`config.mk`:
```
export PLATFORM = sky130hd
export DESIGN_NAME = switch_config_loader
export DESIGN_NICKNAME = d
export VERILOG_FILES = /design/src/rtl/switch_config_loader.sv
export SDC_FILE = /design/constraint.sdc
export NUM_CORES = 1
export LEC_CHECK = 0
export BUFFER_PORTS_ARGS = -buffer_cell sky130_fd_sc_hd__buf_2
export CAP_MARGIN = 10
export CORE_UTILIZATION = 35
export CTS_BUF_LIST = sky130_fd_sc_hd__clkbuf_2
export CTS_CLUSTER_DIAMETER = 30
export DETAILED_ROUTE_END_ITERATION = 8
export PLACE_DENSITY = 0.52
export SKIP_CTS_REPAIR_TIMING = 1
export SYNTH_ARGS = -nofsm -noshare
export SYNTH_HDL_FRONTEND = slang
export SYNTH_SLANG_ARGS = --single-unit
```
`constraint.sdc`:
```
create_clock -name clk -period 1.7 [get_ports clk]
set_clock_uncertainty 0.1 [all_clocks]
set_input_delay 0.34 -clock clk [delete_from_list [all_inputs] [get_ports clk]]
set_output_delay 0.34 -clock clk [all_outputs]
set_load 0.01 [all_outputs]
```
`src/rtl/switch_config_loader.sv`:
```
// Serial configuration loader: hunts SYNC, shifts 18 routing entries into a shadow register,
// validates them and commits the whole set to cfg_bus. Optional XOR trailer under CFG_CHECKSUM_EN.
module switch_config_loader #(
    parameter int unsigned N_TB    = 5,
    parameter int unsigned N_LR    = 4,
    parameter int unsigned ENTRY_W = 6,
    parameter logic [7:0]  SYNC    = 8'hA5
) (
    input  logic                                    clk,
    input  logic                                    rst_n,
    input  logic                                    cfg_valid,
    input  logic                                    cfg_data,
    output logic                                    cfg_ready,
    input  logic                                    cfg_clr,
    output logic [ENTRY_W*(2*N_TB+2*N_LR)-1:0]      cfg_bus,
    output logic                                    cfg_commit,
    output logic [1:0]                              cfg_err
);
    localparam int unsigned NumEnt  = 2 * N_TB + 2 * N_LR;
    localparam int unsigned BusW    = ENTRY_W * NumEnt;
    localparam logic [6:0]  LastBit = 7'(BusW - 1);

    typedef enum logic [2:0] {StIdle, StLoad, StCheck, StCommit, StError} state_e;

    state_e               state;
    logic [7:0]           window;
    logic [ENTRY_W-1:0]   field;
    logic [2:0]           phase;
    logic [6:0]           bit_cnt;
    logic [BusW-1:0]      shadow;
    logic [BusW-1:0]      bus_q;
    logic                 commit_q;
    logic [1:0]           err_q;
    logic                 ready_q;
`ifdef CFG_CHECKSUM_EN
    logic [ENTRY_W-1:0]   csum;
`endif

    logic                 accept;
    logic [7:0]           win_next;
    logic [ENTRY_W-1:0]   field_next;

    assign accept     = cfg_valid && ready_q;
    assign win_next   = {window[6:0], cfg_data};
    assign field_next = {field[ENTRY_W-2:0], cfg_data};

    // [5:3] wire index, [2:0] source side
    function automatic logic entry_legal(input logic [5:0] e);
        case (e[2:0])
            3'd0:       return 1'b1;
            3'd1, 3'd3: return int'(e[5:3]) < int'(N_TB);
            3'd2, 3'd4: return int'(e[5:3]) < int'(N_LR);
            default:    return 1'b0;
        endcase
    endfunction

    always_ff @(posedge clk or negedge rst_n) begin
        if (!rst_n) begin
            state    <= StIdle;
            window   <= '0;
            field    <= '0;
            phase    <= '0;
            bit_cnt  <= '0;
            shadow   <= '0;
            bus_q    <= '0;
            commit_q <= 1'b0;
            err_q    <= 2'b00;
            ready_q  <= 1'b1;
`ifdef CFG_CHECKSUM_EN
            csum     <= '0;
`endif
        end else begin
            commit_q <= 1'b0;
            case (state)
                StIdle: begin
                    if (accept) begin
                        window <= win_next;
                        if (win_next == SYNC) begin
                            state   <= StLoad;
                            bit_cnt <= '0;
                            phase   <= '0;
`ifdef CFG_CHECKSUM_EN
                            csum    <= '0;
`endif
                        end
                    end
                end
                StLoad: begin
                    if (accept) begin
                        field   <= field_next;
                        bit_cnt <= bit_cnt + 7'd1;
                        if (phase == 3'd5) begin
                            phase  <= '0;
                            // first entry received ends up in the lowest slot (top0)
                            shadow <= {field_next, shadow[BusW-1:ENTRY_W]};
`ifdef CFG_CHECKSUM_EN
                            csum   <= csum ^ field_next;
`endif
                            if (!entry_legal(field_next)) begin
                                state   <= StError;
                                err_q   <= 2'b01;
                                ready_q <= 1'b0;
                            end else if (bit_cnt == LastBit) begin
`ifdef CFG_CHECKSUM_EN
                                state   <= StCheck;
`else
                                state   <= StCommit;
                                ready_q <= 1'b0;
`endif
                            end
                        end else begin
                            phase <= phase + 3'd1;
                        end
                    end
                end
`ifdef CFG_CHECKSUM_EN
                StCheck: begin
                    if (accept) begin
                        field <= field_next;
                        if (phase == 3'd5) begin
                            phase   <= '0;
                            ready_q <= 1'b0;
                            if (field_next == csum) begin
                                state <= StCommit;
                            end else begin
                                state <= StError;
                                err_q <= 2'b10;
                            end
                        end else begin
                            phase <= phase + 3'd1;
                        end
                    end
                end
`endif
                StCommit: begin
                    bus_q    <= shadow;
                    commit_q <= 1'b1;
                    err_q    <= 2'b00;
                    window   <= '0;
                    state    <= StIdle;
                    ready_q  <= 1'b1;
                end
                StError: begin
                    if (cfg_clr) begin
                        window  <= '0;
                        state   <= StIdle;
                        ready_q <= 1'b1;
                    end
                end
                default: begin
                    state   <= StIdle;
                    ready_q <= 1'b1;
                end
            endcase
        end
    end

    assign cfg_ready  = ready_q;
    assign cfg_bus    = bus_q;
    assign cfg_commit = commit_q;
    assign cfg_err    = err_q;

endmodule
```
# --- After elaboration in Yosys (flattened, before gate mapping) ---
# Cells that the tools add are included.
classes:
  n_addsub: 2
  mul: 0
  div_mod_pow: 0
  order_cmp: 2
  n_eq_ne: 17
  n_shift: 0
  mux: 35
  n_bitwise: 1
  reduce_logical: 15
op_table:
  columns: ["cell", "n"]
  rows:
  - ["7-bit two-way mux", 5]
  - ["3-bit two-way mux", 11]
  - ["7-bit case mux with 3 select lines", 1]
  - ["7-bit case mux with 2 select lines", 1]
  - ["2-bit != test (second input constant)", 6]
  - ["3-bit by 2-bit == test with 1-bit output (second input constant)", 3]
  - ["3-bit == test (second input constant)", 3]
  - ["1-bit two-way mux", 9]
  - ["3-bit case mux with 3 select lines", 1]
  - ["8-bit == test (second input constant)", 1]
  - ["4-bit AND reduction", 2]
  - ["7-bit by 1-bit adder with 7-bit output (second input constant)", 1]
  - ["7-bit == test (second input constant)", 1]
  - ["3-bit by 1-bit == test with 1-bit output (second input constant)", 2]
  - ["3-bit zero test", 2]
  - ["3-bit less-than comparator (second input constant)", 2]
  - ["2-bit two-way mux", 3]
  - ["1-bit case mux with 3 select lines", 2]
  - ["3-bit case mux with 2 select lines", 1]
  - ["3-bit AND reduction", 2]
  - ["6-bit AND reduction", 1]
  - ["5-bit AND reduction", 1]
  - ["2-bit case mux with 2 select lines", 1]
  - ["2-bit nonzero test", 2]
  - ["7 further kinds", 8]
totals:
  ff_bits: 245
  latchBits: 0
  mem_bits_rw: 0
  rom_bits: 0
  input_bits: 5
  out_inout_bits: 112
  wordCells: 82
  memories: 0

# --- Logic depth before layout (Yosys ltp) ---
# Gate-level depths: netlist of run 1.
depth:
  word_depth: 10
  ltp_mapped: 8
  depth_no_buf: 5

# --- Worst setup path after synthesis of run 1 ---
# No wires, ideal clock.
synth_path:
  path_kind: "flip-flop to flip-flop"
  startpoint: "register ready_q (netlist: cfg_ready)"
  endpoint: "register shadow[33]"
  setup_time_ns: 0.125
  arrival_time_ns: 1.702
  t_required_ns: 1.475
  setup_slack_ns: -0.227
  stages_incl_launch_ff: 7
  path_buffers: 4
  synth_period_minus_slack_ns: 1.927
  cell_sequence: "dfstp_2 clkbuf_1 and4_1 buf_6 buf_6 buf_8 mux2_4"
synth_between:
  elab_chain_len: 2
synth_rtl:
  columns: ["element", "line", "source"]
  rows:
  - ["start: declaration", "34", "logic ready_q;"]
  - ["start signal: assignment", "68", "ready_q <= 1'b1;"]
  - ["start signal: assignment", "102", "ready_q <= 1'b0;"]
  - ["start signal: assignment", "108", "ready_q <= 1'b0;"]
  - ["1-bit logical AND", "43", "assign accept = cfg_valid && ready_q;"]
  - ["3-bit AND reduction (no source line)", null, null]
  - ["end signal: assignment", "95", "shadow <= {field_next, shadow[BusW-1:ENTRY_W]};"]
  - ["end: declaration", "30", "logic [BusW-1:0] shadow;"]
# Every way passes these cells.
# A chain may end at the register's enable or synchronous reset.

# --- Worst setup path after layout of run 1 ---
layout_path:
  startpoint: "register state[1]"
  endpoint: "register shadow[92]"
layout_between:
  elab_chain_len: 2
layout_rtl:
  columns: ["element", "line", "source"]
  rows:
  - ["start: declaration", "25", "state_e state;"]
  - ["start signal: assignment", "59", "state <= StIdle;"]
  - ["start signal: assignment", "79", "state <= StLoad;"]
  - ["start signal: assignment", "100", "state <= StError;"]
  - ["3-bit by 1-bit == test with 1-bit output", "74", "case (state)"]
  - ["3-bit AND reduction (no source line)", null, null]
# Every way passes these cells.

==> results.md, run 1 <==
- Cells after synthesis: 591
- Hpwl dp: 12,200 um
- Worst-skew pair later-pin latency: slightly below 0.8 ns
- CTS tree: built
- EDFF count, synth: 0
- Crit start category: flip-flop
- Starting Density: 35.9%
- Design area: about 0.012 mm2
- Yosys warnings: 0
- Ys async rst share: 100%
- Req. time, crit path: about 2.2 ns
- Relative slew slack: between 60% and 70%
- Final wirelength: 21,400 um
- Final hold violations: 0
- Outcome: finished, violations left
- Post-DRT Antenna Nets: 0
- Placed Area: 0.0106 mm2
- Fmax: 0.515 GHz
- Min-delay worst type: primary input to flip-flop
- Core area: 0.0262 mm2
- Critical Path Fanout Max: 25
- Initial antenna violation count: 1
- Final non-filler cell total: around 1.2k
- PD cells: 1090 mW/mm2
- Vias in the first global route: 6,022
- Dpl ws: -0.108 ns
- Final setup viols: about 230
- Largest net degree at the start of global routing: 58
- Final nets: 837
- Most frequent cells in the layout: 243 x dfrtp_1, 152 x mux2_2, 102 x clkbuf_2, 88 x buf_2, 64 x mux2_4
- # rows: 59
- GR Overflow Total: 0
- First DRT Iteration DRCs: 270
- Lkg Pwr: roughly 6.6 nW
- Share of post-route cells with drive strength above 1: 62.8%
- Synth unique cells: 48
- P&R area growth vs syn: 31.8%
- CP Class: flip-flop to flip-flop
- Seq/Total Area, Yosys: 64.9%
- Avg Vias per Cell: 4.74
- Dominant synthesized flop cell: dfrtp_1
- Mapped Area: 0.00941 mm2
- # IOs: 117
- Synth Register Bits: 244
- Final GP Congestion: 0.753
- Drt drc: 12
- Die Wd: approximately 170 um
- Power Total: 13.5 mW
- Vias: 5,749
- Crit path time final: 1.94 ns
- Setup tns final: -22.50 ns
- Inst Count DP: roughly 1.0k
- Die Height: 166 um
- Max Root-Sink Buffers: 3
- Sink Count: 244
- Element type at the critical path end: flip-flop
- Syn Nets: 597
- Most common cell after layout, fill and taps aside: dfrtp_1
- Mean post-synth cell area: 15.9 um2
- WL per Instance: 17.7 um
- I/O Buffers: 115
- DIE AREA: 0.0275 mm2
- Failing checks: DRC, setup timing
- Max cap viols: 0
- RSZ-0062 raised after global routing: true
- First-pass detailed-route iteration total: 9
- Clk slew on worst S/H paths: 0.09 ns
- Aggregate global-route resource usage: 14.3%
- Setup ws final: -0.242 ns
- Max IR drop VDD: 0.000466 V
- TritonCTS buffer count: 69
- Clock root cell: clkbuf_2
- H-tree depth: 3
- Actual slew at the worst max-slew pin: 0.518 ns
- Tcrit/Tclk final: 114%
- First-pass GRT wire length: about 31,000 um
- Final Max Slew Viols: 0
- Arr. time, crit path: ~2.5 ns
metal layers:
layer,vias up,wire [um],track usage [%]
li1,2619,-,-
met1,2948,9520,17.4
met2,139,10200,22.9
met3,43,1180,4.81
met4,0,495,6.75
met5,-,0,0
cells in the mapped netlist (2+ instances only):
cell / n / area (um2)
nand3_1: 5 / 25.0
a31oi_1: 2 / 12.5
buf_2: 14 / 70.1
nor4_1: 3 / 18.8
nand2_1: 26 / 97.6
o22ai_1: 2 / 12.5
mux2_4: 9 / 135
or2_2: 3 / 18.8
nor2_1: 7 / 26.3
o21ai_0: 4 / 20.0
nor4_2: 2 / 25.0
buf_6: 2 / 22.5
mux2_2: 207 / 2330
dfrtp_1: 243 / 6080
inv_1: 4 / 15.0
buf_4: 10 / 75.1
mux2i_1: 2 / 20.0
a21oi_1: 5 / 25.0
nor3_1: 2 / 10.0
xnor2_1: 4 / 35.0
a22o_1: 7 / 61.3
or4b_1: 2 / 20.0
per-stage QoR:
| stage | hold WS, ns | utilization (%) |
|---|---|---|
| detailed placement | 0.163 | 40.5 |
| floorplan | -0.0556 | - |
| finish | 0.341 | 47.3 |
| CTS | -0.737 | 42.8 |
| global route | 0.296 | 47.3 |
| global placement | 0.158 | 40.5 |
worst max-delay path, cell delays in order (launching register included):
cell       delay, ns
dfrtp_1         0.41
nor3b_2         0.22
and4_4          0.40
buf_12          0.14
clkbuf_16       0.20
mux2_2          0.34
final cells by class:
type                    count  area [um2]
well taps                 335         419
inverters                   4        15.0
clock buffers             102         510
fillers                  2330       13800
clock inverters            15        87.6
multi-input cells         314        3450
diodes                      1        2.50
repair buffers            198        1810
flip-flops and latches    244        6110
final timing paths:
check | startpoint | to | slack (ns) | cells past startpoint
max | state[1] | shadow[92] | -0.24 | 5
min | cfg_data | field[0] | 0.34 | 4
max reg2reg | state[1] | shadow[92] | -0.24 | 5
min reg2reg | cfg_bus[66] | cfg_bus[66] | 0.41 | 1
max in group asynchronous | rst_n | cfg_bus[98] | 0.36 | 4
min in group asynchronous | rst_n | cfg_bus[21] | 0.49 | 3
registers in the layout, summed over array words and instances (netlist names):
| name | count |
|---|---|
| cfg_bus | 108 |
| cfg_ready | 1 |
| window | 7 |
| state | 3 |
| shadow | 108 |
| cfg_commit | 1 |
| cfg_err | 1 |
| phase | 3 |
| field | 5 |
| bit_cnt | 7 |
where the power goes:
| part | total [mW] | internal (mW) | switching, mW |
|---|---|---|---|
| clock network | 4.10 | 1.74 | 2.36 |
| logic | 2.64 | 1.43 | 1.21 |
| registers | 6.73 | 6.30 | 0.427 |
| total | 13.5 | 9.47 | 3.99 |
kinds of logic (layout without fill, tap and decap cells):
kind of cell / count (synthesis) / count (layout) / synth area share, %
DFF: 244 / 244 / 64.9
muxes: 218 / 218 / 26.4
and+or+nand+nor: 66 / 66 / 4.15
buffers and inverters: 33 / 319 / 2.18
AOI/OAI and AO/OA: 24 / 24 / 1.76
xor gates and xnor gates: 4 / 4 / 0.372
adders and majority gates: 1 / 1 / 0.133
other: 1 / 2 / 0.0399
No activity file was read; power rests on OpenSTA's default activity.
==> inputs of run 2 (changes only) <==
--- a/config.mk
+++ b/config.mk
@@ -5,13 +5,14 @@
 export SDC_FILE = /design/constraint.sdc
 export NUM_CORES = 1
 export LEC_CHECK = 0
-export BUFFER_PORTS_ARGS = -buffer_cell sky130_fd_sc_hd__buf_2
 export CAP_MARGIN = 10
 export CORE_UTILIZATION = 35
 export CTS_BUF_LIST = sky130_fd_sc_hd__clkbuf_2
 export CTS_CLUSTER_DIAMETER = 30
 export DETAILED_ROUTE_END_ITERATION = 8
-export PLACE_DENSITY = 0.52
+export DONT_BUFFER_PORTS = 1
+export HOLD_SLACK_MARGIN = 0.15
+export PLACE_DENSITY = 0.48
 export SKIP_CTS_REPAIR_TIMING = 1
 export SYNTH_ARGS = -nofsm -noshare
 export SYNTH_HDL_FRONTEND = slang
==> results.md, run 2 (synthesis results as in run 1) <==
- Outcome: finished, violations left
- Failing checks: DRC, hold timing, setup timing
- P&R area growth vs syn: 21.5%
- Crit start category: flip-flop
- Setup ws final: -0.265 ns
- Aggregate global-route resource usage: 13.9%
- CP Cell Sequence: buf_4 -> and4_4 -> buf_8 -> buf_6 -> clkbuf_16 -> mux2_2
- PD cells: ~1200 mW/mm2
- Most frequent cells in the layout: 236 x dfrtp_1, 206 x mux2_2, 103 x clkbuf_2, 24 x nand2_1, 21 x buf_4
- Avg Vias per Cell: 4.85
- Relative slew slack: 62.1%
- Most common cell after layout, fill and taps aside: dfrtp_1
- Arr. time, crit path: 2.51 ns
- Int Pwr: 9.68 mW
- Post-DRT Antenna Nets: 0
- WL per Instance: 19.0 um
- Vias in the first global route: 5,699
- Clk slew on worst S/H paths: roughly 0.11 ns
- H-tree depth: 3
- First-pass GRT wire length: 30,500 um
- Final Max Slew Viols: 0
- Max cap viols: 0
- Die Wd: 166 um
- Req. time, crit path: 2.24 ns
- Delay-heaviest family, CP: flip-flops
- First-pass detailed-route iteration total: 6
- Min-delay worst type: primary input to async pin
- Slowest stage delay, CP: 0.57 ns
- Sink Count: 244
- Drt drc: 9
- Slowest cell on crit path: dfstp_2
- Initial antenna violation count: 1
- DIE AREA: 0.0275 mm2
- Hpwl dp: 11,200 um
- Starting Density: 35.9%
- I/O Buffers: 0
- Reg power frac: 49.2%
- CTS tree: built
- Final GP Congestion: 0.762
- Max Root-Sink Buffers: 3
- Comb power frac: 18.7%
- CP Class: flip-flop to flip-flop
- Crit path time final: 1.97 ns
- Largest net degree at the start of global routing: between 200 and 250
- Max IR drop VDD: ~0.00054 V
- Lkg Pwr: 5.80 nW
- Inst Count DP: 925
- # rows: 59
- Final wirelength: 20,600 um
- Worst-skew pair later-pin latency: 0.79 ns
- Fmax: 0.509 GHz
- Critical Path Fanout Max: 6
- Hold slack: -0.856 ns
- Sw frac: around 29%
- Buf/Inv on CP: 4
- Actual slew at the worst max-slew pin: 0.568 ns
- TritonCTS buffer count: 71
- Core area: ~0.026 mm2
- Tcrit/Tclk final: 116%
- Setup tns final: -17.68 ns
- Switch Pwr: 3.98 mW
- Clock root cell: clkbuf_2
- Element type at the critical path end: flip-flop
- Clk pwr share: around 32%
- RSZ-0062 raised after global routing: true
- Final hold violations: 244
- Final nets: between 700 and 800
- Share of post-route cells with drive strength above 1: 57.5%
- GR Overflow Total: 0
- Vias: 5,257
- # IOs: 117
- Final setup viols: 118
- Final non-filler cell total: 1,085
- Die Height: 166 um
- First DRT Iteration DRCs: 174
- Filler Cell Count: 2,340
==> run 2: changes by cell type in the layout (fill, tap and decap cells not counted), moves of 7 or more <==
cell	before	now
dfrtp_1	243	236
mux2_2	152	206
dfrtp_2	0	7
buf_2	88	0
buf_4	45	21
mux2_4	64	10
buf_6	33	11
==> run 2: worst paths after layout <==
kind                           start  cells after the start         end  slack [ns]
hold reg to reg            shadow[4]                      1  cfg_bus[4]        0.40
hold / removal                 rst_n                      0  cfg_bus[4]       -0.86
setup reg to reg           cfg_ready                      6  shadow[18]       -0.27
setup / recovery           cfg_ready                      6  shadow[18]       -0.27
max in group asynchronous      rst_n                      0    field[3]        1.84
min in group clk            cfg_data                      3    field[0]        0.28
==> run 2: routing by layer <==
layer,global-route usage [%],share of wire [%]
met1,16.4,41
met4,6.87,2.5
met2,21.4,49
met5,0,0
met3,6.27,7.6
==> run 2: worst reg2reg max path: stages, from the launching register on <==
cell and delay (ns):
dfstp_2 0.57, buf_4 0.14, and4_4 0.30, buf_8 0.16
buf_6 0.11, clkbuf_16 0.14, mux2_2 0.32
==> run 2: per-stage QoR <==
step | area, um2 | setup WS, ns | power, mW | utilization (%)
after CTS | 10600 | -0.353 | 13.0 | 40.4
after global placement | 9920 | -0.0726 | 8.47 | 37.9
after floorplan | 9420 | -0.118 | 7.94 | -
after detailed placement | 9920 | -0.0920 | 8.54 | 37.9
after global routing | 11400 | -0.309 | 14.5 | 43.6
final | 11400 | -0.265 | 13.7 | 43.6
==> run 2: layout make-up <==
type | count | area, um2 | share of cell area (%)
Timing Repair Buffer | 63 | 920 | 8.05
Sequential cell | 244 | 6120 | 53.5
Clock inverter | 21 | 144 | 1.26
Tap cell | 335 | 419 | 3.67
Clock buffer | 103 | 515 | 4.51
Antenna cell | 1 | 2.50 | 0.0219
Multi-Input combinational cell | 314 | 3300 | 28.9
Inverter | 4 | 15.0 | 0.131
==> run 2: power groups by stage <==
stage	sequential (mW)	combinational, mW	clock (mW)
3_3_place_gp	6.82	1.65	0
4_1_cts	6.73	1.70	4.61
5_1_grt	6.81	2.74	4.96
6_report	6.72	2.56	4.38
2_1_floorplan	6.71	1.24	0
3_5_place_dp	6.84	1.70	0
==> inputs of run 3 (changes only) <==
--- a/config.mk
+++ b/config.mk
@@ -13,6 +13,7 @@
 export DONT_BUFFER_PORTS = 1
 export HOLD_SLACK_MARGIN = 0.15
 export PLACE_DENSITY = 0.48
+export SETUP_SLACK_MARGIN = 0.4
 export SKIP_CTS_REPAIR_TIMING = 1
 export SYNTH_ARGS = -nofsm -noshare
 export SYNTH_HDL_FRONTEND = slang
==> results.md, run 3 (synthesis results as in run 1) <==
- Final GP Congestion: 0.776
- First-pass GRT wire length: 30,100 um
- Initial antenna violation count: 1
- Critical Path Fanout Max: 3
- Max IR drop VDD: roughly 0.00045 V
- Most frequent cells in the layout: 230 x dfrtp_1, 202 x mux2_4, 97 x clkbuf_2, 22 x buf_6, 19 x buf_4
- Final core occ: 47.8%
- Switch Pwr: 4.13 mW
- Fmax: ~0.51 GHz
- PD cells: roughly 1100 mW/mm2
- Sink Count: between 200 and 250
- Design area: between 0.01 and 0.015 mm2
- Lkg Pwr: 6.45 nW
- Outcome: finished, violations left
- Core area: 0.0262 mm2
- Crit start category: flip-flop
- Worst-skew pair later-pin latency: roughly 0.82 ns
- Setup tns final: -18.13 ns
- Top sig layer: met4
- CP Class: flip-flop to output port
- Share of post-route cells with drive strength above 1: around three fifths
- Reg power frac: 48.8%
- Wire length on met1: 9920 um
- Comb power frac: 20.3%
- Req. time, crit path: about 1.3 ns
- Placed Area: 0.00996 mm2
- GR Overflow Total: 0
- Largest net degree at the start of global routing: between 200 and 250
- Crit path from: cfg_ready
- Max Root-Sink Buffers: 3
- Int Pwr: 9.81 mW
- Clk pwr share: 30.9%
- Max cap viols: 0
- RSZ-0062 raised after global routing: true
- Setup ws final: -0.261 ns
- Starting Density: 35.9%
- Final setup viols: 206
- Avg Vias per Cell: 4.94
- # IOs: 117
- Filler Cell Count: 2,241
- Most common cell after layout, fill and taps aside: dfrtp_1
- Final nets: 724
- Inst Count DP: 925
- Min-delay worst type: primary input to async pin
- Clock root cell: clkbuf_2
- Vias in the first global route: around 5.5k
- RR Startpoint: cfg_ready
- Die Wd: 166 um
- Post-DRT Antenna Nets: 0
- # rows: 59
- P&R area growth vs syn: 33.2%
- Sw frac: 29.7%
- I/O Buffers: 0
- Vias: around 5.5k
- Tcrit/Tclk final: 115%
- Hold slack: -0.866 ns
- Final Max Slew Viols: 0
- Multi-input gate area: approximately 0.0041 mm2
- Crit path time final: 1.96 ns
- Clk slew on worst S/H paths: 0.10 ns
- Hpwl dp: around 11,000 um
- First-pass detailed-route iteration total: 8
- Metal3 WL: 1820 um
- Sequential cell area: 0.00612 mm2
- Element type at the critical path end: output port
- Final non-filler cell total: between 1k and 1.5k
- H-tree depth: 3
- WL per Instance: 20.5 um
- DIE AREA: 0.0275 mm2
- Dpl ws: -0.125 ns
- TritonCTS buffer count: 70
- Final hold violations: 244
- Aggregate global-route resource usage: around 14%
- Metal2 WL: 10,400 um
- Failing checks: DRC, hold timing, setup timing
- Final wirelength: 22,600 um
- Die Height: 166 um
- CTS tree: built
- Power Total: 13.9 mW
- Drt drc: 9
- First DRT Iteration DRCs: 330
- Arr. time, crit path: 1.52 ns
## run 3: cell count changes in the layout (fill, tap and decap cells not counted), moves of 6 or more
cell	previous run	this run
buf_12	8	16
buf_6	11	22
clkbuf_16	11	17
clkbuf_2	103	97
dfrtp_1	236	230
dfrtp_2	7	13
mux2_2	206	14
mux2_4	10	202
nand2_1	24	17
nand2_2	0	7
## run 3: routing by layer
layer  up-vias  track usage, %
met2       167            21.2
met3        44            6.27
li1       2412               -
met5         -               0
met1      2833            16.3
met4         0            7.31
## run 3: layout make-up
cell class	count	area share, %
Antenna cell	2	0.0399
Multi-Input combinational cell	315	32.4
Clock buffer	97	3.87
Sequential cell	244	48.9
Timing Repair Buffer	83	10.1
Tap cell	335	3.35
Inverter	4	0.120
Clock inverter	25	1.25
## run 3: worst max-delay path, cell delays in order, from the launching register on
cell and delay, ns:
dfstp_2 0.57, buf_6 0.10, buf_6 0.09
## run 3: power groups by stage
stage / Clock, mW / Combinational (mW) / Sequential (mW)
6_report: 4.31 / 2.83 / 6.80
5_1_grt: 4.87 / 3.00 / 6.87
4_1_cts: 4.53 / 1.74 / 6.74
3_5_place_dp: 0 / 1.74 / 6.86
3_3_place_gp: 0 / 1.68 / 6.84
2_1_floorplan: 0 / 1.31 / 6.71
## run 3: final timing paths
| path | endpoint | slack (ns) | cells past startpoint |
|---|---|---|---|
| hold / removal | cfg_bus[6] | -0.87 | 0 |
| setup / recovery | cfg_ready | -0.26 | 2 |
| hold reg to reg | shadow[52] | 0.40 | 1 |
| setup reg to reg | shadow[85] | -0.21 | 5 |
| min in group clk | field[0] | 0.33 | 3 |
| max in group asynchronous | cfg_bus[94] | 1.92 | 0 |
